**config.mk**
```make
export PLATFORM = sky130hd
export DESIGN_NAME = operand_stage
export DESIGN_NICKNAME = d
export VERILOG_FILES = /design/src/rtl/cpu_pkg.sv /design/src/rtl/operand_forward_mux.sv /design/src/rtl/operand_stage.sv
export SDC_FILE = /design/constraint.sdc
export NUM_CORES = 1
export LEC_CHECK = 0
export CELL_PAD_IN_SITES_DETAIL_PLACEMENT = 0
export CELL_PAD_IN_SITES_GLOBAL_PLACEMENT = 1
export CORE_MARGIN = 5
export CORE_UTILIZATION = 27
export CTS_CLUSTER_DIAMETER = 40
export CTS_CLUSTER_SIZE = 24
export DETAILED_ROUTE_END_ITERATION = 6
export PLACE_DENSITY_LB_ADDON = 0.12
export SETUP_SLACK_MARGIN = 0.5
export SLEW_MARGIN = 20
export SYNTH_ARGS = -nofsm -noshare
export SYNTH_HDL_FRONTEND = slang
export SYNTH_HIERARCHICAL = 1
export SYNTH_SLANG_ARGS = --single-unit
```
**constraint.sdc**
```tcl
create_clock -name clock -period 2.5 [get_ports clock]
set_clock_uncertainty 0.05 [all_clocks]
set_input_delay 0.375 -clock clock [delete_from_list [all_inputs] [get_ports clock]]
set_output_delay 0.375 -clock clock [all_outputs]
set_load 0.005 [all_outputs]
```
**src/rtl/cpu_pkg.sv**
```systemverilog
// Shared widths and architectural constants for the execute-side pipeline.
// Imported by operand_stage and operand_forward_mux.
package cpu_pkg;

  localparam int DATA_W   = 64;
  localparam int ADDR_W   = 5;
  localparam int CTRL_W   = 16;
  localparam int XZR_ADDR = 31;

endpackage

```
**src/rtl/operand_forward_mux.sv**
```systemverilog
// Per-source operand resolution: XZR, EX/MEM and MEM/WB forwarding.
// Optional OPERAND_STAGE_PERF_EN exposes a forwarded flag for counting.
module operand_forward_mux
  import cpu_pkg::*;
#(
  parameter int DW = DATA_W,
  parameter int AW = ADDR_W
) (
  input  logic [AW-1:0] addr,
  input  logic          use_src,
  input  logic [DW-1:0] bank_data,
  input  logic [AW-1:0] ex_dest,
  input  logic          ex_reg_write,
  input  logic          ex_mem_read,
  input  logic [DW-1:0] ex_result,
  input  logic [AW-1:0] wb_dest,
  input  logic          wb_write,
  input  logic [DW-1:0] wb_data,
`ifdef OPERAND_STAGE_PERF_EN
  output logic          forwarded,
`endif
  output logic [DW-1:0] operand,
  output logic          load_hazard
);

  localparam logic [AW-1:0] XZR = AW'(XZR_ADDR);

  logic is_zero;
  logic ex_hit;
  logic wb_hit;
  logic sel_ex;
  logic sel_wb;

  assign is_zero = (addr == XZR);
  assign ex_hit  = use_src && !is_zero
                && (ex_dest == addr) && ex_reg_write;
  assign wb_hit  = use_src && !is_zero
                && (wb_dest == addr) && wb_write;

  // A load in EX/MEM has no data yet; fall through and flag it.
  assign sel_ex = ex_hit && !ex_mem_read;
  assign sel_wb = wb_hit && !sel_ex;

  assign load_hazard = ex_hit && ex_mem_read;

`ifdef OPERAND_STAGE_PERF_EN
  assign forwarded = sel_ex || sel_wb;
`endif

  always_comb begin
    operand = bank_data;
    unique case (1'b1)
      is_zero: operand = '0;
      sel_ex:  operand = ex_result;
      sel_wb:  operand = wb_data;
      default: operand = bank_data;
    endcase
  end

endmodule

```
**src/rtl/operand_stage.sv**
```systemverilog
// ID/EX operand resolution, RAW hazard stall and pipeline register.
// OPERAND_STAGE_PERF_EN adds stall_count / forward_count outputs.
module operand_stage
  import cpu_pkg::*;
#(
  parameter int DATA_W = cpu_pkg::DATA_W,
  parameter int ADDR_W = cpu_pkg::ADDR_W,
  parameter int CTRL_W = cpu_pkg::CTRL_W
) (
  input  logic              clock,
  input  logic              reset_n,
  input  logic              in_valid,
  output logic              in_ready,
  input  logic [ADDR_W-1:0] in_address_1,
  input  logic [ADDR_W-1:0] in_address_2,
  input  logic              in_use_1,
  input  logic              in_use_2,
  input  logic [ADDR_W-1:0] in_dest,
  input  logic              in_reg_write,
  input  logic              in_mem_read,
  input  logic [CTRL_W-1:0] in_ctrl,
  input  logic [DATA_W-1:0] in_imm,
  input  logic [DATA_W-1:0] bank_data_1,
  input  logic [DATA_W-1:0] bank_data_2,
  input  logic [ADDR_W-1:0] ex_dest,
  input  logic              ex_reg_write,
  input  logic              ex_mem_read,
  input  logic [DATA_W-1:0] ex_result,
  input  logic [ADDR_W-1:0] wb_dest,
  input  logic              wb_write,
  input  logic [DATA_W-1:0] wb_data,
  input  logic              flush,
`ifdef OPERAND_STAGE_PERF_EN
  output logic [31:0]       stall_count,
  output logic [31:0]       forward_count,
`endif
  output logic              out_valid,
  input  logic              out_ready,
  output logic [DATA_W-1:0] out_operand_1,
  output logic [DATA_W-1:0] out_operand_2,
  output logic [DATA_W-1:0] out_imm,
  output logic [ADDR_W-1:0] out_dest,
  output logic              out_reg_write,
  output logic              out_mem_read,
  output logic [CTRL_W-1:0] out_ctrl
);

  localparam logic [ADDR_W-1:0] XZR = ADDR_W'(XZR_ADDR);

  typedef struct packed {
    logic [DATA_W-1:0] operand_1;
    logic [DATA_W-1:0] operand_2;
    logic [DATA_W-1:0] imm;
    logic [ADDR_W-1:0] dest;
    logic              reg_write;
    logic              mem_read;
    logic [CTRL_W-1:0] ctrl;
  } id_ex_t;

  id_ex_t            id_ex_q;
  id_ex_t            id_ex_d;
  logic              valid_q;
  logic [DATA_W-1:0] opnd_1;
  logic [DATA_W-1:0] opnd_2;
  logic              load_haz_1;
  logic              load_haz_2;
  logic              held_haz_1;
  logic              held_haz_2;
  logic              hazard;
  logic              advance;
  logic              accept;

`ifdef OPERAND_STAGE_PERF_EN
  logic fwd_1;
  logic fwd_2;
`endif

  operand_forward_mux #(
    .DW (DATA_W),
    .AW (ADDR_W)
  ) u_fwd_1 (
    .addr         (in_address_1),
    .use_src      (in_use_1),
    .bank_data    (bank_data_1),
    .ex_dest      (ex_dest),
    .ex_reg_write (ex_reg_write),
    .ex_mem_read  (ex_mem_read),
    .ex_result    (ex_result),
    .wb_dest      (wb_dest),
    .wb_write     (wb_write),
    .wb_data      (wb_data),
`ifdef OPERAND_STAGE_PERF_EN
    .forwarded    (fwd_1),
`endif
    .operand      (opnd_1),
    .load_hazard  (load_haz_1)
  );

  operand_forward_mux #(
    .DW (DATA_W),
    .AW (ADDR_W)
  ) u_fwd_2 (
    .addr         (in_address_2),
    .use_src      (in_use_2),
    .bank_data    (bank_data_2),
    .ex_dest      (ex_dest),
    .ex_reg_write (ex_reg_write),
    .ex_mem_read  (ex_mem_read),
    .ex_result    (ex_result),
    .wb_dest      (wb_dest),
    .wb_write     (wb_write),
    .wb_data      (wb_data),
`ifdef OPERAND_STAGE_PERF_EN
    .forwarded    (fwd_2),
`endif
    .operand      (opnd_2),
    .load_hazard  (load_haz_2)
  );

  // The held instruction's result is not computed yet: bubble.
  assign held_haz_1 = in_use_1 && (in_address_1 != XZR)
                   && (id_ex_q.dest == in_address_1)
                   && valid_q && id_ex_q.reg_write;
  assign held_haz_2 = in_use_2 && (in_address_2 != XZR)
                   && (id_ex_q.dest == in_address_2)
                   && valid_q && id_ex_q.reg_write;

  assign hazard   = held_haz_1 || held_haz_2
                 || load_haz_1 || load_haz_2;
  assign advance  = !valid_q || out_ready;
  assign in_ready = advance && !hazard && !flush;
  assign accept   = in_valid && in_ready;

  always_comb begin
    id_ex_d           = id_ex_q;
    id_ex_d.operand_1 = opnd_1;
    id_ex_d.operand_2 = opnd_2;
    id_ex_d.imm       = in_imm;
    id_ex_d.dest      = in_dest;
    id_ex_d.reg_write = in_reg_write;
    id_ex_d.mem_read  = in_mem_read;
    id_ex_d.ctrl      = in_ctrl;
  end

  always_ff @(posedge clock) begin
    if (!reset_n) begin
      valid_q <= 1'b0;
      id_ex_q <= '0;
    end else if (flush) begin
      valid_q <= 1'b0;
    end else if (advance) begin
      valid_q <= accept;
      if (accept) id_ex_q <= id_ex_d;
    end
  end

`ifdef OPERAND_STAGE_PERF_EN
  always_ff @(posedge clock) begin
    if (!reset_n) begin
      stall_count   <= '0;
      forward_count <= '0;
    end else begin
      if (in_valid && hazard && !flush)
        stall_count <= stall_count + 32'd1;
      if (accept)
        forward_count <= forward_count
                       + 32'(fwd_1) + 32'(fwd_2);
    end
  end
`endif

  assign out_valid     = valid_q;
  assign out_operand_1 = id_ex_q.operand_1;
  assign out_operand_2 = id_ex_q.operand_2;
  assign out_imm       = id_ex_q.imm;
  assign out_dest      = id_ex_q.dest;
  assign out_reg_write = id_ex_q.reg_write;
  assign out_mem_read  = id_ex_q.mem_read;
  assign out_ctrl      = id_ex_q.ctrl;

endmodule

```
==> qor.yml <==
run_status: "finished clean"
floorplan.die_area_um2: 51450
port_buffers: 589
post_synth_num_cell_types: 29
netlist.area_leader.share_pct: 34.06
worst_slew_margin_rel_pct: 61.02
fin_crit_ns: 2.173
clkSinkCount: 216
path_clk_slew_ns: 0.05
critical_path.max_fanout: 5
drive_gt1_share_pct: 22.29
synth.ff_latch_count: 216
crit-reg2reg-capture: "out_operand_2[44]$_SDFFE_PN0P_"
critPathLaunchType: "input pin"
area_growth_syn_to_layout_pct: 88.17
cts_buffer_depth: 3
utilization_after_layout_pct: 51.31
cts_tree: "built"
layout_worst_path_cycle_share_pct: 86.91
critical_path.reg2reg.startpoint: "out_dest[0]$_SDFFE_PN0P_"
whs_path_depth: 3
yosys-top-cells-area: "sky130_fd_sc_hd__dfxtp_1, sky130_fd_sc_hd__mux2i_1, sky130_fd_sc_hd__nand2_1, sky130_fd_sc_hd__a211oi_2, sky130_fd_sc_hd__nor2_1"
timing.critical_path.to_type: "register"
ir_worst_vdd_v: 0.0006119
route.vias.total: 12907
final_hold_viol_count: 0
worst_r2r_path_depth: 10
synth-edff-count: 0
grt_pass1_vias: 13341
reg2reg_slack_ns: 0.36
number_of_antenna_violations_at_the_first_check_in_global_routing: 11
htree_levels: 2
yosys_most_used_dff: "sky130_fd_sc_hd__dfxtp_1"
boundaryPins: 590
mappedNetlistNets: 1814
post_cts_hold_buffer_count: 0
dp_worst_setup_slack_ns: -0.5146
detail_route.drc_violations: 0
placement.cell_area_um2: 19600
post_synth.cell_area_avg_um2: 8.810
global_route.overflow_total: 0
yosys.area.top_type: "sky130_fd_sc_hd__dfxtp_1"
placedCellCount: 2604
grt_first_pass_wirelength_mm: 85.90
fin_worst_hold_slack_ns: 0.1932
fin_area_um2: 23890
number_of_non_filler_instances_in_the_completed_layout: 2799
chipHeight_um: 226.8
clk-insertion-delay-late_ns: 0.57
drv_slew: 0
fin_ws_ns: 0.3271
synthCells: 1441
clk_root_buffer_cell: "sky130_fd_sc_hd__clkbuf_16"
routedWlPerCell_um: 21.74
yosys_warnings: 6
cp_data_arrival_time_ns: 2.60
netlist_area_um2: 12690
rows: 79
place_congestion: 0.7982
drv_cap: 0
cts_inserted_buffers: 51
worst_setup_path_type: "in2reg"
drt_iter0_drc: 480
fmaxAchievable_mhz: 460.2
synth_seq_area_share_pct: 34.06
final_net_count: 2516
die_w_um: 226.8
detail_route.wirelength_mm: 60.85
cellPowerDensity_nw_per_um2: 565.0
holdPathEnd: "out_ctrl[6]$_SDFFE_PN0P_"
final-setup-viol-count: 0
drt-pass1-iter-count: 5
worst_hold_startpoint: "reset_n"
share_of_synthesized_flip_flops_with_an_asynchronous_set_or_reset_pct: 0
max_slew.worst_pin.slew_ns: 0.5847
global_route.usage.total_pct: 22.05
initial_core_util_pct: 27.27
power.leakage_nw: 10.20
fill_cell_count: 4292
avgViaCountPerCell: 4.611
synth_most_common_cell: "sky130_fd_sc_hd__nand2_1"
hold_path_class: "in2reg"
maximum_number_of_pins_on_one_net_before_global_route_repair: 80
detailedPlacementHpwl_mm: 42.35
worstPathRequired_ns: 2.92
core_area_um2: 46560
rsz0062_at_grt: "true"
synthTopCellsByCount: "sky130_fd_sc_hd__nand2_1, sky130_fd_sc_hd__mux2i_1, sky130_fd_sc_hd__dfxtp_1"
ant_nets: 0
[per-stage QoR]
stage | power, mW | setup TNS, ns
after floorplan | 4.630 | 0
after global placement | 5.921 | -76.85
after detailed placement | 5.933 | -82.92
after CTS | 13.59 | 0
after global routing | 14.01 | 0
final | 13.50 | 0
[worst max path at each step]
stage / startpoint / endpoint / slack (ns) / cells past startpoint
2_1_floorplan: in_address_2[4] / out_imm[13]$_SDFFE_PN0P_ / 0.39 / 12
3_3_place_gp: in_address_2[4] / out_operand_2[32]$_SDFFE_PN0P_ / -0.47 / 11
3_5_place_dp: in_address_2[4] / out_operand_2[32]$_SDFFE_PN0P_ / -0.51 / 11
4_1_cts: out_dest[0]$_SDFFE_PN0P_ / in_ready / 0.33 / 5
5_1_grt: ex_dest[4] / out_operand_2[51]$_SDFFE_PN0P_ / 0.22 / 13
6_report: in_address_2[0] / out_operand_2[51]$_SDFFE_PN0P_ / 0.33 / 13
[cells by family after synthesis]
kind of cell | count (synthesis) | share of synthesized area (%)
simple gates | 593 | 18.24
buf+inv | 129 | 6.367
mux | 343 | 27.05
flops | 216 | 34.06
compound gates | 132 | 12.35
xor+xnor | 28 | 1.932
[cells in the final DEF, fill, tap and decap left out, drive strengths merged]
cell | netlist | routed
clkinvlp | 0 | 9
o31ai | 1 | 1
nor2 | 132 | 132
and3b | 1 | 1
xor2 | 13 | 13
o21ai | 2 | 2
clkdlybuf4s15 | 0 | 2
mux2i | 343 | 343
a31o | 1 | 1
clkbuf | 60 | 72
buf | 68 | 193
inv | 1 | 2
nand2 | 435 | 435
dfxtp | 216 | 216
a211oi | 128 | 128
clkdlybuf4s50 | 0 | 555
dlygate4sd2 | 0 | 15
nor4b | 3 | 3
bufinv | 0 | 11
clkinv | 0 | 11
nand3 | 7 | 7
bufbuf | 0 | 1
diode | 0 | 7
or4 | 2 | 2
dlymetal6s2s | 0 | 2
and4 | 1 | 1
or2 | 2 | 2
nor4 | 2 | 2
nor3 | 3 | 3
nand2b | 1 | 1
nand4 | 4 | 4
xnor2 | 15 | 15
[routing by layer]
layer | wire length, um | vias to the layer above | global-route usage (%) | share of wire (%)
li1 | - | 6340 | - | -
met3 | 5344 | 93 | 8.131 | 8.8
met5 | 48 | - | 0 | 0.079
met1 | 23600 | 6049 | 25.27 | 39
met4 | 1742 | 8 | 7.724 | 2.9
met2 | 30110 | 417 | 37.83 | 49
[what timing repair did]
action / CTS / global route
pin swaps: 34 / 27
gates resized for setup: 250 / 59
setup endpoints to repair: 225 / 218
buffers inserted: 44 / 7
cloned: 32 / 10
[area by class of cell]
| cell class | count | area (um^2) | share of cell area (%) |
|---|---|---|---|
| clock inverter | 32 | 480.5 | 2.011 |
| multi-input combinational | 1096 | 8031 | 33.62 |
| timing repair buffer | 777 | 8848 | 37.04 |
| sequential | 216 | 4344 | 18.19 |
| tap | 607 | 759.5 | 3.179 |
| inverter | 1 | 3.754 | 0.01571 |
| antenna | 7 | 17.52 | 0.07333 |
| clock buffer | 63 | 1403 | 5.872 |
[power by group]
part | switching, mW | internal (mW) | total [mW] | leakage, nW
Sequential | 0.105 | 3.64 | 3.75 | 1.77
Clock | 2.21 | 5.09 | 7.30 | 0.898
Combinational | 0.933 | 1.51 | 2.45 | 7.53
[critical path: stages]
cell                       delay [ns]
sky130_fd_sc_hd__buf_8           0.10
sky130_fd_sc_hd__xnor2_2         0.14
sky130_fd_sc_hd__nand4_1         0.14
sky130_fd_sc_hd__buf_4           0.16
sky130_fd_sc_hd__buf_6           0.10
sky130_fd_sc_hd__buf_6           0.10
sky130_fd_sc_hd__or4_4           0.59
sky130_fd_sc_hd__buf_8           0.17
sky130_fd_sc_hd__buf_6           0.12
sky130_fd_sc_hd__buf_16          0.14
sky130_fd_sc_hd__a211oi_2        0.20
sky130_fd_sc_hd__nand2_1         0.08
sky130_fd_sc_hd__mux2i_1         0.16
[state kept, by name, indices dropped and copies added, names as in the netlist]
signal / count
out_dest: 5
out_reg_write: 1
out_mem_read: 1
out_valid: 1
out_operand_1: 64
out_ctrl: 16
out_imm: 64
out_operand_2: 64
No activity file was read; power rests on OpenSTA's default activity.
